File: src/rtl/div_lut_pkg.sv
// Shared widths, pipeline latency and reciprocal-table entry function for the
// LUT-based fixed-point divider.
package div_lut_pkg;

  localparam int unsigned NB_DATA_IN_DEF  = 8;
  localparam int unsigned NB_DATA_OUT_DEF = 8;
  localparam int unsigned NB_FRAC_DEF     = 4;
  localparam int unsigned NB_LUT_ADDR_DEF = 5;
  localparam int unsigned DIV_LUT_LATENCY = 4;

  // Per-stage control bits that travel alongside the datapath
  typedef struct packed {
    logic valid;
    logic neg;      // result sign
    logic div0;     // denominator was zero
    logic num_z;    // numerator was zero
    logic num_neg;  // numerator sign, picks the div-by-zero rail
  } div_ctl_t;

  // round(2^(nb_out+1) / (1 + k/2^nb_addr)) in integer arithmetic
  function automatic int unsigned recip_entry(input int unsigned k,
                                              input int unsigned nb_out,
                                              input int unsigned nb_addr);
    int unsigned den;
    den = (32'd1 << nb_addr) + k;
    return ((32'd1 << (nb_out + 1 + nb_addr)) + den / 2) / den;
  endfunction

endpackage

File: src/rtl/div_lut_pipe_if.sv
// Operand/result handshake bundle for div_lut_pipe.
interface div_lut_pipe_if
  import div_lut_pkg::*;
#(
  parameter int unsigned NB_DATA_IN  = NB_DATA_IN_DEF,
  parameter int unsigned NB_DATA_OUT = NB_DATA_OUT_DEF
);
  logic                   i_valid;
  logic                   o_ready;
  logic [NB_DATA_IN-1:0]  i_num;
  logic [NB_DATA_IN-1:0]  i_den;
  logic                   o_valid;
  logic                   i_ready;
  logic [NB_DATA_OUT-1:0] o_div;
  logic                   o_div0;
  logic                   o_sat;

  modport master (
    output i_valid, i_num, i_den, i_ready,
    input  o_ready, o_valid, o_div, o_div0, o_sat
  );

  modport slave (
    input  i_valid, i_num, i_den, i_ready,
    output o_ready, o_valid, o_div, o_div0, o_sat
  );
endinterface

File: src/rtl/div_lut_pipe_recip_rom.sv
// Reciprocal ROM: constant table built at elaboration, one-cycle registered read.
module recip_rom
  import div_lut_pkg::*;
#(
  parameter int unsigned NB_LUT_ADDR = NB_LUT_ADDR_DEF,
  parameter int unsigned NB_DATA_OUT = NB_DATA_OUT_DEF,
  parameter int unsigned NB_REC      = NB_DATA_OUT + 2
) (
  input  logic                   clock,
  input  logic                   i_rst_n,
  input  logic                   i_en,
  input  logic [NB_LUT_ADDR-1:0] i_addr,
  output logic [NB_REC-1:0]      o_data
);
  localparam int unsigned DEPTH = 32'd1 << NB_LUT_ADDR;

  logic [NB_REC-1:0] table_c [DEPTH];

  for (genvar g = 0; g < int'(DEPTH); g++) begin : g_entry
    assign table_c[g] = NB_REC'(recip_entry(32'(g), NB_DATA_OUT, NB_LUT_ADDR));
  end

  always_ff @(posedge clock or negedge i_rst_n) begin
    if (!i_rst_n)  o_data <= '0;
    else if (i_en) o_data <= table_c[i_addr];
  end
endmodule

File: src/rtl/div_lut_pipe.sv
// 4-stage signed fixed-point divider using a normalized reciprocal ROM.
// DIV_LUT_PIPE_ROUND_EN selects round-to-nearest (ties away) instead of truncation.
module div_lut_pipe
  import div_lut_pkg::*;
#(
  parameter int unsigned NB_DATA_IN  = NB_DATA_IN_DEF,
  parameter int unsigned NB_DATA_OUT = NB_DATA_OUT_DEF,
  parameter int unsigned NB_FRAC     = NB_FRAC_DEF,
  parameter int unsigned NB_LUT_ADDR = NB_LUT_ADDR_DEF
) (
  input logic           clock,
  input logic           i_rst_n,
  div_lut_pipe_if.slave bus
);
  localparam int unsigned NB_REC  = NB_DATA_OUT + 2;
  localparam int unsigned NB_POS  = $clog2(NB_DATA_IN);
  localparam int unsigned NB_PROD = NB_DATA_IN + NB_REC;
  localparam int unsigned NB_SH   = $clog2(NB_DATA_IN + NB_DATA_OUT + 1);
  localparam int unsigned SH_BASE = NB_DATA_OUT + 1 - NB_FRAC;

  localparam logic [NB_DATA_OUT-1:0] Q_MAX   = {1'b0, {(NB_DATA_OUT-1){1'b1}}};
  localparam logic [NB_DATA_OUT-1:0] Q_MIN   = {1'b1, {(NB_DATA_OUT-1){1'b0}}};
  localparam logic [NB_PROD-1:0]     LIM_POS = NB_PROD'(Q_MAX);
  localparam logic [NB_PROD-1:0]     LIM_NEG = NB_PROD'(Q_MIN);

  logic stall;
  assign stall       = bus.o_valid & ~bus.i_ready;
  assign bus.o_ready = ~stall;

  // S1: sign, magnitude, zero detect, leading-one normalize of |den|
  logic                   num_neg_c, den_neg_c;
  logic [NB_DATA_IN-1:0]  mag_n_c, mag_d_c, norm_c;
  logic [NB_POS-1:0]      pos_c;
  logic [NB_LUT_ADDR-1:0] k_c;

  always_comb begin
    num_neg_c = bus.i_num[NB_DATA_IN-1];
    den_neg_c = bus.i_den[NB_DATA_IN-1];
    mag_n_c   = num_neg_c ? (~bus.i_num + 1'b1) : bus.i_num;
    mag_d_c   = den_neg_c ? (~bus.i_den + 1'b1) : bus.i_den;
    pos_c     = '0;
    for (int i = 0; i < int'(NB_DATA_IN); i++) begin
      if (mag_d_c[i]) pos_c = NB_POS'(i);
    end
    norm_c = mag_d_c << (NB_POS'(NB_DATA_IN - 1) - pos_c);
    // Mantissa bits just below the leading one address the ROM
    k_c    = NB_LUT_ADDR'({norm_c, {NB_LUT_ADDR{1'b0}}} >> (NB_DATA_IN - 1));
  end

  div_ctl_t               ctl1, ctl2, ctl3;
  logic [NB_DATA_IN-1:0]  mag_n1, mag_n2;
  logic [NB_POS-1:0]      pos1, pos2, pos3;
  logic [NB_LUT_ADDR-1:0] k1;
  logic [NB_REC-1:0]      rec2;
  logic [NB_PROD-1:0]     prod3;

  always_ff @(posedge clock or negedge i_rst_n) begin
    if (!i_rst_n) begin
      ctl1   <= '0;
      ctl2   <= '0;
      ctl3   <= '0;
      mag_n1 <= '0;
      mag_n2 <= '0;
      pos1   <= '0;
      pos2   <= '0;
      pos3   <= '0;
      k1     <= '0;
      prod3  <= '0;
    end else if (!stall) begin
      ctl1.valid   <= bus.i_valid;
      ctl1.neg     <= num_neg_c ^ den_neg_c;
      ctl1.div0    <= (mag_d_c == '0);
      ctl1.num_z   <= (mag_n_c == '0);
      ctl1.num_neg <= num_neg_c;
      mag_n1       <= mag_n_c;
      pos1         <= pos_c;
      k1           <= k_c;
      ctl2         <= ctl1;
      mag_n2       <= mag_n1;
      pos2         <= pos1;
      ctl3         <= ctl2;
      prod3        <= NB_PROD'(mag_n2) * NB_PROD'(rec2);
      pos3         <= pos2;
    end
  end

  // S2: reciprocal lookup
  recip_rom #(
    .NB_LUT_ADDR (NB_LUT_ADDR),
    .NB_DATA_OUT (NB_DATA_OUT),
    .NB_REC      (NB_REC)
  ) u_recip_rom (
    .clock   (clock),
    .i_rst_n (i_rst_n),
    .i_en    (~stall),
    .i_addr  (k1),
    .o_data  (rec2)
  );

  // S4: denormalize, round/truncate, saturate, apply sign
  logic [NB_SH-1:0]       sh_c;
  logic [NB_PROD-1:0]     mag_q_c;
  logic [NB_DATA_OUT-1:0] div_c;
  logic                   sat_c;

  always_comb begin
    sh_c  = NB_SH'(SH_BASE) + NB_SH'(pos3);
`ifdef DIV_LUT_PIPE_ROUND_EN
    mag_q_c = (prod3 >> sh_c) + NB_PROD'(prod3[sh_c - NB_SH'(1)]);
`else
    mag_q_c = prod3 >> sh_c;
`endif
    div_c = '0;
    sat_c = 1'b0;
    if (ctl3.div0) begin
      if (!ctl3.num_z) div_c = ctl3.num_neg ? Q_MIN : Q_MAX;
    end else if (ctl3.num_z) begin
      div_c = '0;
    end else if (ctl3.neg) begin
      if (mag_q_c > LIM_NEG) begin
        div_c = Q_MIN;
        sat_c = 1'b1;
      end else begin
        div_c = ~NB_DATA_OUT'(mag_q_c) + 1'b1;
      end
    end else begin
      if (mag_q_c > LIM_POS) begin
        div_c = Q_MAX;
        sat_c = 1'b1;
      end else begin
        div_c = NB_DATA_OUT'(mag_q_c);
      end
    end
  end

  always_ff @(posedge clock or negedge i_rst_n) begin
    if (!i_rst_n) begin
      bus.o_valid <= 1'b0;
      bus.o_div   <= '0;
      bus.o_div0  <= 1'b0;
      bus.o_sat   <= 1'b0;
    end else if (!stall) begin
      bus.o_valid <= ctl3.valid;
      bus.o_div   <= div_c;
      bus.o_div0  <= ctl3.div0;
      bus.o_sat   <= sat_c;
    end
  end
endmodule

File: src/flat_wrapper.sv
// flat-port wrapper written by rule: the top's interface ports become plain ports
module div_lut_pipe_flat import div_lut_pkg::*;
#(
  parameter int unsigned NB_DATA_IN  = NB_DATA_IN_DEF,
  parameter int unsigned NB_DATA_OUT = NB_DATA_OUT_DEF,
  parameter int unsigned NB_FRAC     = NB_FRAC_DEF,
  parameter int unsigned NB_LUT_ADDR = NB_LUT_ADDR_DEF
)
  (clock, i_rst_n, bus_i_valid, bus_i_num, bus_i_den, bus_i_ready, bus_o_ready, bus_o_valid, bus_o_div, bus_o_div0, bus_o_sat);
  div_lut_pipe_if #(.NB_DATA_IN(NB_DATA_IN), .NB_DATA_OUT(NB_DATA_OUT)) bus_i ();
  input logic clock;
  input logic i_rst_n;
  input wire logic [$bits(bus_i.i_valid)-1:0] bus_i_valid;
  input wire logic [$bits(bus_i.i_num)-1:0] bus_i_num;
  input wire logic [$bits(bus_i.i_den)-1:0] bus_i_den;
  input wire logic [$bits(bus_i.i_ready)-1:0] bus_i_ready;
  output wire logic [$bits(bus_i.o_ready)-1:0] bus_o_ready;
  output wire logic [$bits(bus_i.o_valid)-1:0] bus_o_valid;
  output wire logic [$bits(bus_i.o_div)-1:0] bus_o_div;
  output wire logic [$bits(bus_i.o_div0)-1:0] bus_o_div0;
  output wire logic [$bits(bus_i.o_sat)-1:0] bus_o_sat;
  assign bus_i.i_valid = bus_i_valid;
  assign bus_i.i_num = bus_i_num;
  assign bus_i.i_den = bus_i_den;
  assign bus_i.i_ready = bus_i_ready;
  assign bus_o_ready = bus_i.o_ready;
  assign bus_o_valid = bus_i.o_valid;
  assign bus_o_div = bus_i.o_div;
  assign bus_o_div0 = bus_i.o_div0;
  assign bus_o_sat = bus_i.o_sat;
  div_lut_pipe #(.NB_DATA_IN(NB_DATA_IN), .NB_DATA_OUT(NB_DATA_OUT), .NB_FRAC(NB_FRAC), .NB_LUT_ADDR(NB_LUT_ADDR)) u_core (.clock(clock), .i_rst_n(i_rst_n), .bus(bus_i));
endmodule
File: config.mk
export PLATFORM = sky130hd
export DESIGN_NAME = div_lut_pipe_flat
export DESIGN_NICKNAME = d
export VERILOG_FILES = /design/src/rtl/div_lut_pkg.sv /design/src/rtl/div_lut_pipe_if.sv /design/src/rtl/div_lut_pipe_recip_rom.sv /design/src/rtl/div_lut_pipe.sv /design/src/flat_wrapper.sv
export SDC_FILE = /design/constraint.sdc
export NUM_CORES = 1
export LEC_CHECK = 0
export BUFFER_PORTS_ARGS = -buffer_cell sky130_fd_sc_hd__buf_4
export CORE_MARGIN = 1.5
export CORE_UTILIZATION = 64
export DETAILED_ROUTE_END_ITERATION = 7
export GPL_ROUTABILITY_DRIVEN = 0
export PLACE_DENSITY = 0.9
export SLEW_MARGIN = 40
export SYNTH_ARGS = -nofsm -noshare
export SYNTH_HDL_FRONTEND = slang
export SYNTH_SLANG_ARGS = --single-unit
File: constraint.sdc
create_clock -name clock -period 5.2 [get_ports clock]
set_input_delay 0.52 -clock clock [delete_from_list [all_inputs] [get_ports clock]]
set_output_delay 0.52 -clock clock [all_outputs]
set_load 0.005 [all_outputs]
### Yosys cells after proc, flatten, opt, wreduce, memory -nomap -nowiden

Memory sizes are Yosys's and may differ from the RTL's. A register that Yosys moved wholly into a read port is not among the register bits.
Cells that the tools add are included.

| storage, ports and cells | value |
|---|---|
| word-level logic and storage cells | 70 |
| output and inout bits | 12 |
| input port bits | 20 |
| memories kept | 1 |
| RAM bits | 0 |
| register bits after elaboration | 74 |
| bits in latches | 0 |
| memory bits (read-only) | 320 |

Memories:

| memory | depth | bits a word | rd ports | clocked after Yosys merged registers in | wr ports | line | RTL |
|---|---|---|---|---|---|---|---|
| (no name shown) | 32 | 10 | 1 | 1 | 0 | div_lut_pipe_recip_rom.sv:25 | `else if (i_en) o_data <= table_c[i_addr];` |

| cells by class | value |
|---|---|
| shift-type cells | 2 |
| div/mod/pow operators | 0 |
| muxes and demuxes | 21 |
| $lt $le $gt $ge | 2 |
| reductions and logical operators | 4 |
| multipliers | 1 |
| add/sub/neg operators | 5 |
| bitwise gates (word level) | 8 |
| equality and inequality tests | 0 |

Operator list:

| operator | count |
|---|---|
| $mux W8 | 9 |
| $add A8 B1 Y8 const B | 3 |
| $not A8 Y8 | 3 |
| $gt A18 B7 Y1 const B | 1 |
| $gt A18 B8 Y1 const B | 1 |
| $mul A8 B10 Y18 | 1 |
| $mux W3 | 6 |
| $shr A18 B5 Y18 | 1 |
| $logic_not A8 Y1 | 2 |
| $shl A8 B3 Y7 | 1 |
| $mux W1 | 6 |
| $not A5 Y6 | 1 |
| $add A3 B3 Y4 const A | 1 |
| $sub A3 B3 Y3 const A | 1 |
| $logic_not A1 Y1 | 2 |
| $not A1 Y1 | 2 |
| $and A1 B1 Y1 | 1 |
| $xor A1 B1 Y1 | 1 |

### Longest topological paths before layout

Gate-level depths: netlist (run 1).

| logic depth | value |
|---|---|
| depth in word-level cells | 12 |
| mapped depth | 18 |
| mapped depth without buffers | 17 |

### Modules after synthesis

From an unflattened synthesis (run 1), not the netlist that was laid out.

| second synthesis, totals | value |
|---|---|
| cells, all modules | 858 |
| area, all modules | 7347.0 µm² |

Modules (own cells, without submodules):

| module | cells an instance | instances | area an instance (µm²) |
|---|---|---|---|
| div_lut_pipe | 753 | 1 | 6478.7 |
| recip_rom | 105 | 1 | 868.3 |

### Worst setup path before layout (run 1)

OpenSTA, ideal clock, no wires.

| path | value |
|---|---|
| path type | flip-flop to flip-flop |
| start | register u_core.mag_n2[7] |
| end | register u_core.prod3[11] |
| buffers on the path | 1 |
| data required time | 5.067 ns |
| data arrival time | 4.238 ns |
| path slack | 0.829 ns |
| stages on the path, launching flop included | 18 |
| cells stage by stage | dfrtp_1 > clkbuf_1 > nand2_1 > fa_1 > fa_1 > inv_1 > fa_1 > inv_1 > fa_1 > inv_1 > ha_1 > a21o_1 > a21oi_1 > o21ai_0 > a21o_1 > a21oi_1 > xor2_1 > o21ai_0 |

| on the way | value |
|---|---|
| cells in the longest elaborated chain, start to end | 1 |

Ends and longest elaborated chain:

| what | line | RTL |
|---|---|---|
| from (decl) | div_lut_pipe.sv:51 | `logic [NB_DATA_IN-1:0] mag_n1, mag_n2;` |
| from (signal assigned) | div_lut_pipe.sv:79 | `mag_n2 <= mag_n1;` |
| $mul A8 B10 Y18 | div_lut_pipe.sv:82 | `prod3 <= NB_PROD'(mag_n2) * NB_PROD'(rec2);` |
| to (signal assigned) | div_lut_pipe.sv:82 |  |
| to (decl) | div_lut_pipe.sv:55 | `logic [NB_PROD-1:0] prod3;` |

Every way passes these cells.
A chain may end at the register's enable or synchronous reset.

### Final worst setup path (run 1)

| path | value |
|---|---|
| start | register u_core.mag_n2[7] |
| end | register u_core.prod3[16] |

Same word-level chain as after synthesis.

==> metrics.csv, run 1 <==
metric;value;unit
max_stage_delay;560;ps
grt_usage;27.60;%
syn_to_final_growth;7.400;%
die_h;110.3;µm
netlist_area;7372;µm²
status;finished clean;
yosysTopAreaCellShare;26.82;%
synthArstFlopShare;100.0;%
synth_cell_types;72;
dpl.hpwl;11280;µm
dr.pass1.iters;5;
dieArea;12170;µm²
crit_path_max_fanout;11;
max_freq;213.9;MHz
hold_buffers;0;
first_global_vias;5626;
h-tree-depth;3;
antenna-diode-count;0;
io_pins;32;
cp-start-kind;register;
slew_violations;0;
rsz0062_at_grt;no;
syn_inst;852;
grt_first_pass_wirelength;26150;µm
cp.arrival;4920;ps
fin_tns_setup;0;ps
yosys_warnings;0;
crit_path_cell_trace;nand2_1 > fa_1 > fa_1 > inv_1 > fa_1 > inv_1 > fa_1 > inv_1 > ha_1 > nand3_1 > o211ai_1 > nand3_1 > a31oi_1 > nor3_1 > o31ai_1;
cts.repair.resized;0;
met3_length;684;µm
ys_seq_elements;79;
crit_path_frequent_cell;fa_1;
via_per_inst;6.003;
met1_length;6668;µm
hold_viol_final;0;
maxCapViolations;0;
io_buffers;31;
yosys.cell_count.top_type;nand2_1;
worstSkewPairLatency;340;ps
gr-total-overflow;0;
ant_nets;0;
finClkSkew;6.106;ps
clkSinkCount;79;
post_drt_wl_per_cell;15.85;µm
final_layout_size_suffix_gt1_share;8.608;%
critical_path_required;5440;ps
min_period_over_period;89.90;%
routed.top_layer;met4;
cts_inserted_buffers;9;
yosysTopAreaCell;dfrtp_1;
cts_tree;yes;
drt_iter0_drc;503;
yosysSeqAreaShare;26.82;%
met2_length;8011;µm
nets;958;
synth_enable_flop_cells;0;
setup_violations;0;
crit_slowest_cell;fa_1;
crit_path_end_kind;register;
clkTransAtPathRegs;60;ps
holdCritPathClass;input pin to asynchronous set/reset pin;
cts_buffer_depth;2;
synth_top_cells_by_count;146 x nand2_1, 80 x inv_1, 79 x dfrtp_1;
core_area;11320;µm²
max_slew.worst_pin.slew;775.0;ps
syn-num-nets;967;
syn_area_per_cell;8.653;µm²
synth_area_leaders;dfrtp_1 27%, fa_1 13%, ha_1 8.1%;
synth_ff_type;dfrtp_1;
num_rows;39;
die_w;110.3;µm
cts_setup_buffers;0;
routed_wl;15700;µm
start_util;65.12;%
cts_root_buf;clkbuf_16;
period_needed;4675;ps
grt_antenna_before_repair;0;
grt_max_degree;80;
route.detailed.drc;0;
slew_headroom;48.33;%
path_class;register to register;
via_count;5949;
## cell families after synthesis
kind of cell,count (synthesis),synth area share (%)
simple gates,329,21.49
compound gates,153,13.70
buf+inv,135,7.094
fa+ha+maj,95,20.91
flops,79,26.82
mux,36,7.026
xor+xnor,25,2.970
## per-layer routing
layer | vias up | global-route usage (%)
li1 | 2843 | -
met1 | 2904 | 35.68
met2 | 167 | 47.53
met3 | 35 | 4.409
met4 | 0 | 9.066
met5 | - | 0
## registers in the layout, summed over array words and instances, names as in the netlist, 5 cells and up
signal and flops:
u_core.bus.o_div 8, u_core.ctl1 5, u_core.ctl2 5, u_core.ctl3 5
u_core.k1 5, u_core.mag_n1 8, u_core.mag_n2 8, u_core.prod3 13
u_core.u_recip_rom.o_data 10
## worst max-delay path, delay by kind of cell (launching register included)
kind,cells,cell delay (ps)
simple gates,4,590
flops,1,510
compound gates,3,860
buf+inv,3,150
fa+ha+maj,5,2470
## path summary, 6_finish.rpt
path | slack [ps] | to | depth (start not counted) | startpoint
max in group asynchronous | 4510 | u_core.pos3[1] | 1 | i_rst_n
hold reg to reg | 470 | u_core.ctl3[0] | 2 | u_core.ctl2[0]
setup / recovery | 530 | u_core.prod3[16] | 15 | u_core.mag_n2[7]
setup reg to reg | 530 | u_core.prod3[16] | 15 | u_core.mag_n2[7]
min in group clock | 380 | u_core.ctl1[4] | 3 | bus_i_valid
hold / removal | 180 | u_core.prod3[6] | 1 | i_rst_n
## cell usage in the layout (no fill, tap or decap), types with 3 or more instances in the layout
master,netlist,final
a211oi_1,7,7
a21oi_1,38,38
a31oi_1,9,9
a32o_1,3,3
and2_1,65,65
and3_1,5,5
buf_4,1,32
clkbuf_16,0,9
dfrtp_1,79,78
fa_1,47,47
ha_1,48,48
inv_1,80,80
mux2_2,4,4
mux2i_1,18,18
mux4_2,11,11
nand2_1,146,146
nand2b_1,10,10
nand3_1,12,12
nand3b_1,3,3
nand4_1,3,3
nor2_1,47,47
nor2b_1,7,6
nor3_1,13,13
nor3b_1,3,3
nor4_1,4,4
o21a_1,7,7
o21ai_0,39,39
o221ai_1,5,5
o22a_1,4,4
o31ai_1,7,7
xnor2_1,14,14
xor2_1,11,11
## layout make-up
type                    instances  area (µm²)
clock buffers                  11       232.7
flip-flops and latches         79        1978
inverters                      82       307.8
clock inverters                 5       81.33
well taps                     143       178.9
fillers                       806        3403
multi-input cells             638        4887
repair buffers                 33       251.5
## metrics by stage
stage          hold slack [ps]  std cells  cell area, µm²  setup WS [ps]  utilization, %
2_1_floorplan            224.4        852            7372          829.0               -
3_3_place_gp             441.5        975            7591          759.3           67.05
3_5_place_dp             456.1        975            7595          613.2           67.09
4_1_cts                  219.0        991            7909          601.5           69.86
5_1_grt                  249.9        991            7918          284.3           69.94
6_report                 181.0        991            7918          525.3           69.94
Power of run 1 is not shown: default switching activity piles up to over one toggle a cycle in this logic, so the estimate is an artifact.
==> inputs of run 2 (changes only) <==
Settings changed: SYNTH_HIERARCHICAL set to 1.
==> metrics.csv, run 2 <==
metric;value;unit;change
core_area;11030;µm²;was 11,320 µm²
io_buffers;31;;unchanged
top_regs;u_core/prod3 x13, u_core/u_recip_rom/o_data x10;;was u_core.prod3 x13, u_core.u_recip_rom.o_data x10
largest_register_ffs;13;;unchanged
crit_slowest_cell;fa_1;;unchanged
final_core_util;71.69;%;was 69.94%
die_h;110.1;µm;was 110.3 µm
grt_usage;29.59;%;was 27.60%
slew_violations;0;;unchanged
worst-path-buf-inv;2;;was 3
grt_first_pass_wirelength;27970;µm;was 26,150 µm
max_stage_delay;560;ps;about the same
worstSkewPairLatency;340;ps;about the same
grt_antenna_before_repair;0;;unchanged
path_class;register to register;;unchanged
syn_area_per_cell;8.563;µm²;was 8.653 µm²
drt_iter0_drc;502;;was 503
yosys_warnings;6;;was 0
final_cell_mix;129 x nand2_1, 89 x inv_1, 78 x dfrtp_1;;was 146 x nand2_1, 80 x inv_1, 78 x dfrtp_1
hold_viol_final;0;;unchanged
clkSinkCount;79;;unchanged
critical_path_required;5430;ps;was 5440 ps
cp-startpoint;u_core/mag_n2[7];;was u_core.mag_n2[7]
h-tree-depth;3;;unchanged
via_count;6124;;was 5,949
grt_max_degree;80;;unchanged
cts.repair.resized;0;;unchanged
max_slew.worst_pin.slew;693.1;ps;was 775.0 ps
postPlaceCellArea;7592;µm²;was 7595 µm²
synth_ff_type;dfrtp_1;;unchanged
cp.arrival;5000;ps;was 4920 ps
io_pins;32;;unchanged
period_needed;4775;ps;was 4675 ps
routed_wl;16480;µm;was 15,700 µm
r2r_cells;15;;unchanged
final_layout_size_suffix_gt1_share;8.439;%;was 8.608%
cts_buffer_depth;2;;unchanged
syn-num-nets;970;;was 967
post_drt_wl_per_cell;16.40;µm;was 15.85 µm
min_period_over_period;91.83;%;was 89.90%
yosysSeqAreaShare;26.91;%;was 26.82%
dieArea;12130;µm²;was 12,170 µm²
cts_tree;yes;;unchanged
dp_cells;989;;was 975
r2r-end;u_core/prod3[16];;was u_core.prod3[16]
dr.pass1.iters;5;;unchanged
syn_to_final_growth;7.629;%;was 7.400%
r2r_setup_slack;420;ps;was 530 ps
holdCritPathClass;input pin to asynchronous set/reset pin;;unchanged
dpl.hpwl;11720;µm;was 11,280 µm
final_cell_area;7908;µm²;was 7918 µm²
cts_inserted_buffers;9;;unchanged
cpLargestDelayFamily;adder cells;;unchanged
syn_inst;858;;was 852
first_global_vias;6010;;was 5,626
regMostFlops;u_core/prod3;;was u_core.prod3
antenna-diode-count;0;;unchanged
slew_headroom;53.79;%;was 48.33%
cts_setup_buffers;0;;unchanged
crit_path_max_fanout;11;;unchanged
yosysTopAreaCellShare;26.91;%;was 26.82%
fin_tns_setup;0;ps;unchanged
synth_cell_types;73;;was 72
r2r-start;u_core/mag_n2[7];;was u_core.mag_n2[7]
gr-total-overflow;0;;unchanged
cp-endpoint;u_core/prod3[16];;was u_core.prod3[16]
synth_area_leaders;dfrtp_1 27%, fa_1 13%, ha_1 7.7%;;was dfrtp_1 27%, fa_1 13%, ha_1 8.1%
maxCapViolations;0;;unchanged
ant_nets;0;;unchanged
path_depth;15;;unchanged
synth_enable_flop_cells;0;;unchanged
final_common_cell;nand2_1;;unchanged
ys_seq_elements;79;;unchanged
crit_path_cell_trace;and2_1 > fa_1 > fa_1 > fa_1 > inv_1 > fa_1 > inv_1 > ha_1 > a21o_1 > a21o_1 > a21oi_1 > o21ai_0 > o41ai_1 > nand4b_1 > o311ai_0;;was nand2_1 > fa_1 > fa_1 > inv_1 > fa_1 > inv_1 > fa_1 > inv_1 > ha_1 > nand3_1 > o211ai_1 > nand3_1 > a31oi_1 > nor3_1 > o31ai_1
yosysTopAreaCell;dfrtp_1;;unchanged
netlist_area;7347;µm²;was 7372 µm²
route.detailed.drc;0;;unchanged
crit_path_frequent_cell;fa_1;;unchanged
synthArstFlopShare;100.0;%;unchanged
finClkSkew;7.422;ps;was 6.106 ps
status;finished clean;;unchanged
cp-start-kind;register;;unchanged
nets;972;;was 958
final_cell_count_no_fill;1005;;was 991
setup_violations;0;;unchanged
via_per_inst;6.094;;was 6.003
num_rows;38;;was 39
synth_top_cells_by_count;129 x nand2_1, 90 x inv_1, 79 x dfrtp_1;;was 146 x nand2_1, 80 x inv_1, 79 x dfrtp_1
rsz0062_at_grt;no;;unchanged
start_util;66.61;%;was 65.12%
die_w;110.1;µm;was 110.3 µm
cts_root_buf;clkbuf_16;;unchanged
crit_path_end_kind;register;;unchanged
max_freq;209.4;MHz;was 213.9 MHz
yosys.cell_count.top_type;nand2_1;;unchanged
clkTransAtPathRegs;60;ps;about the same
hold_buffers;0;;unchanged
run 2: metrics by stage:
step | worst slack (ps) | hold WS [ps]
after floorplan | 693.6 | 224.4
after global placement | 554.4 | 440.1
after detailed placement | 467.9 | 455.4
after CTS | 423.8 | 222.7
after global routing | 142.7 | 254.7
final | 425.0 | 195.3
run 2: area by class of cell:
class                           instances  area, µm²
Clock inverter                          6      75.07
Timing Repair Buffer                   34      259.0
Sequential cell                        79       1978
Multi-Input combinational cell        643       4830
Inverter                               93      351.6
Clock buffer                           10      239.0
Fill cell                             799       3123
Tap cell                              140      175.2
run 2: cells by family after synthesis:
logic type,count (synthesis),synth area share [%]
xor+xnor,26,3.099
simple gates,327,21.48
compound gates,170,15.58
buf+inv,136,7.527
flops,79,26.91
fa+ha+maj,92,20.47
mux,28,4.939
run 2: worst min-delay path by stage:
stage                                to  depth (start not counted)            from  slack, ps
finish              u_core/bus.o_div[1]                          1         i_rst_n        200
global route        u_core/bus.o_div[2]                          1         i_rst_n        250
CTS                 u_core/bus.o_div[1]                          1         i_rst_n        220
detailed placement       u_core/pos2[0]                          2  u_core/pos2[0]        460
global placement     u_core/bus.o_valid                          1  u_core/ctl3[4]        440
floorplan             u_core/bus.o_div0                          0         i_rst_n        220
run 2: worst reg2reg max path: cells and delay by family (launching register included):
family	cells	cell delay [ps]
adder cells (fa/ha/maj)	5	2450
AO/OA/AOI/OAI	6	1240
flip-flops	1	480
AND/OR/NAND/NOR	2	370
buffers and inverters	2	110
run 2: routing by layer:
metal  vias to the layer above  track usage (%)  part of all wire (%)
met5                         -                0                     0
met4                         0            9.158                   1.6
met3                        24            5.820                   4.1
met2                       190            51.06                    51
met1                      3005            37.69                    44
li1                       2905                -                     -
Power of run 2 is left out for the same reason.
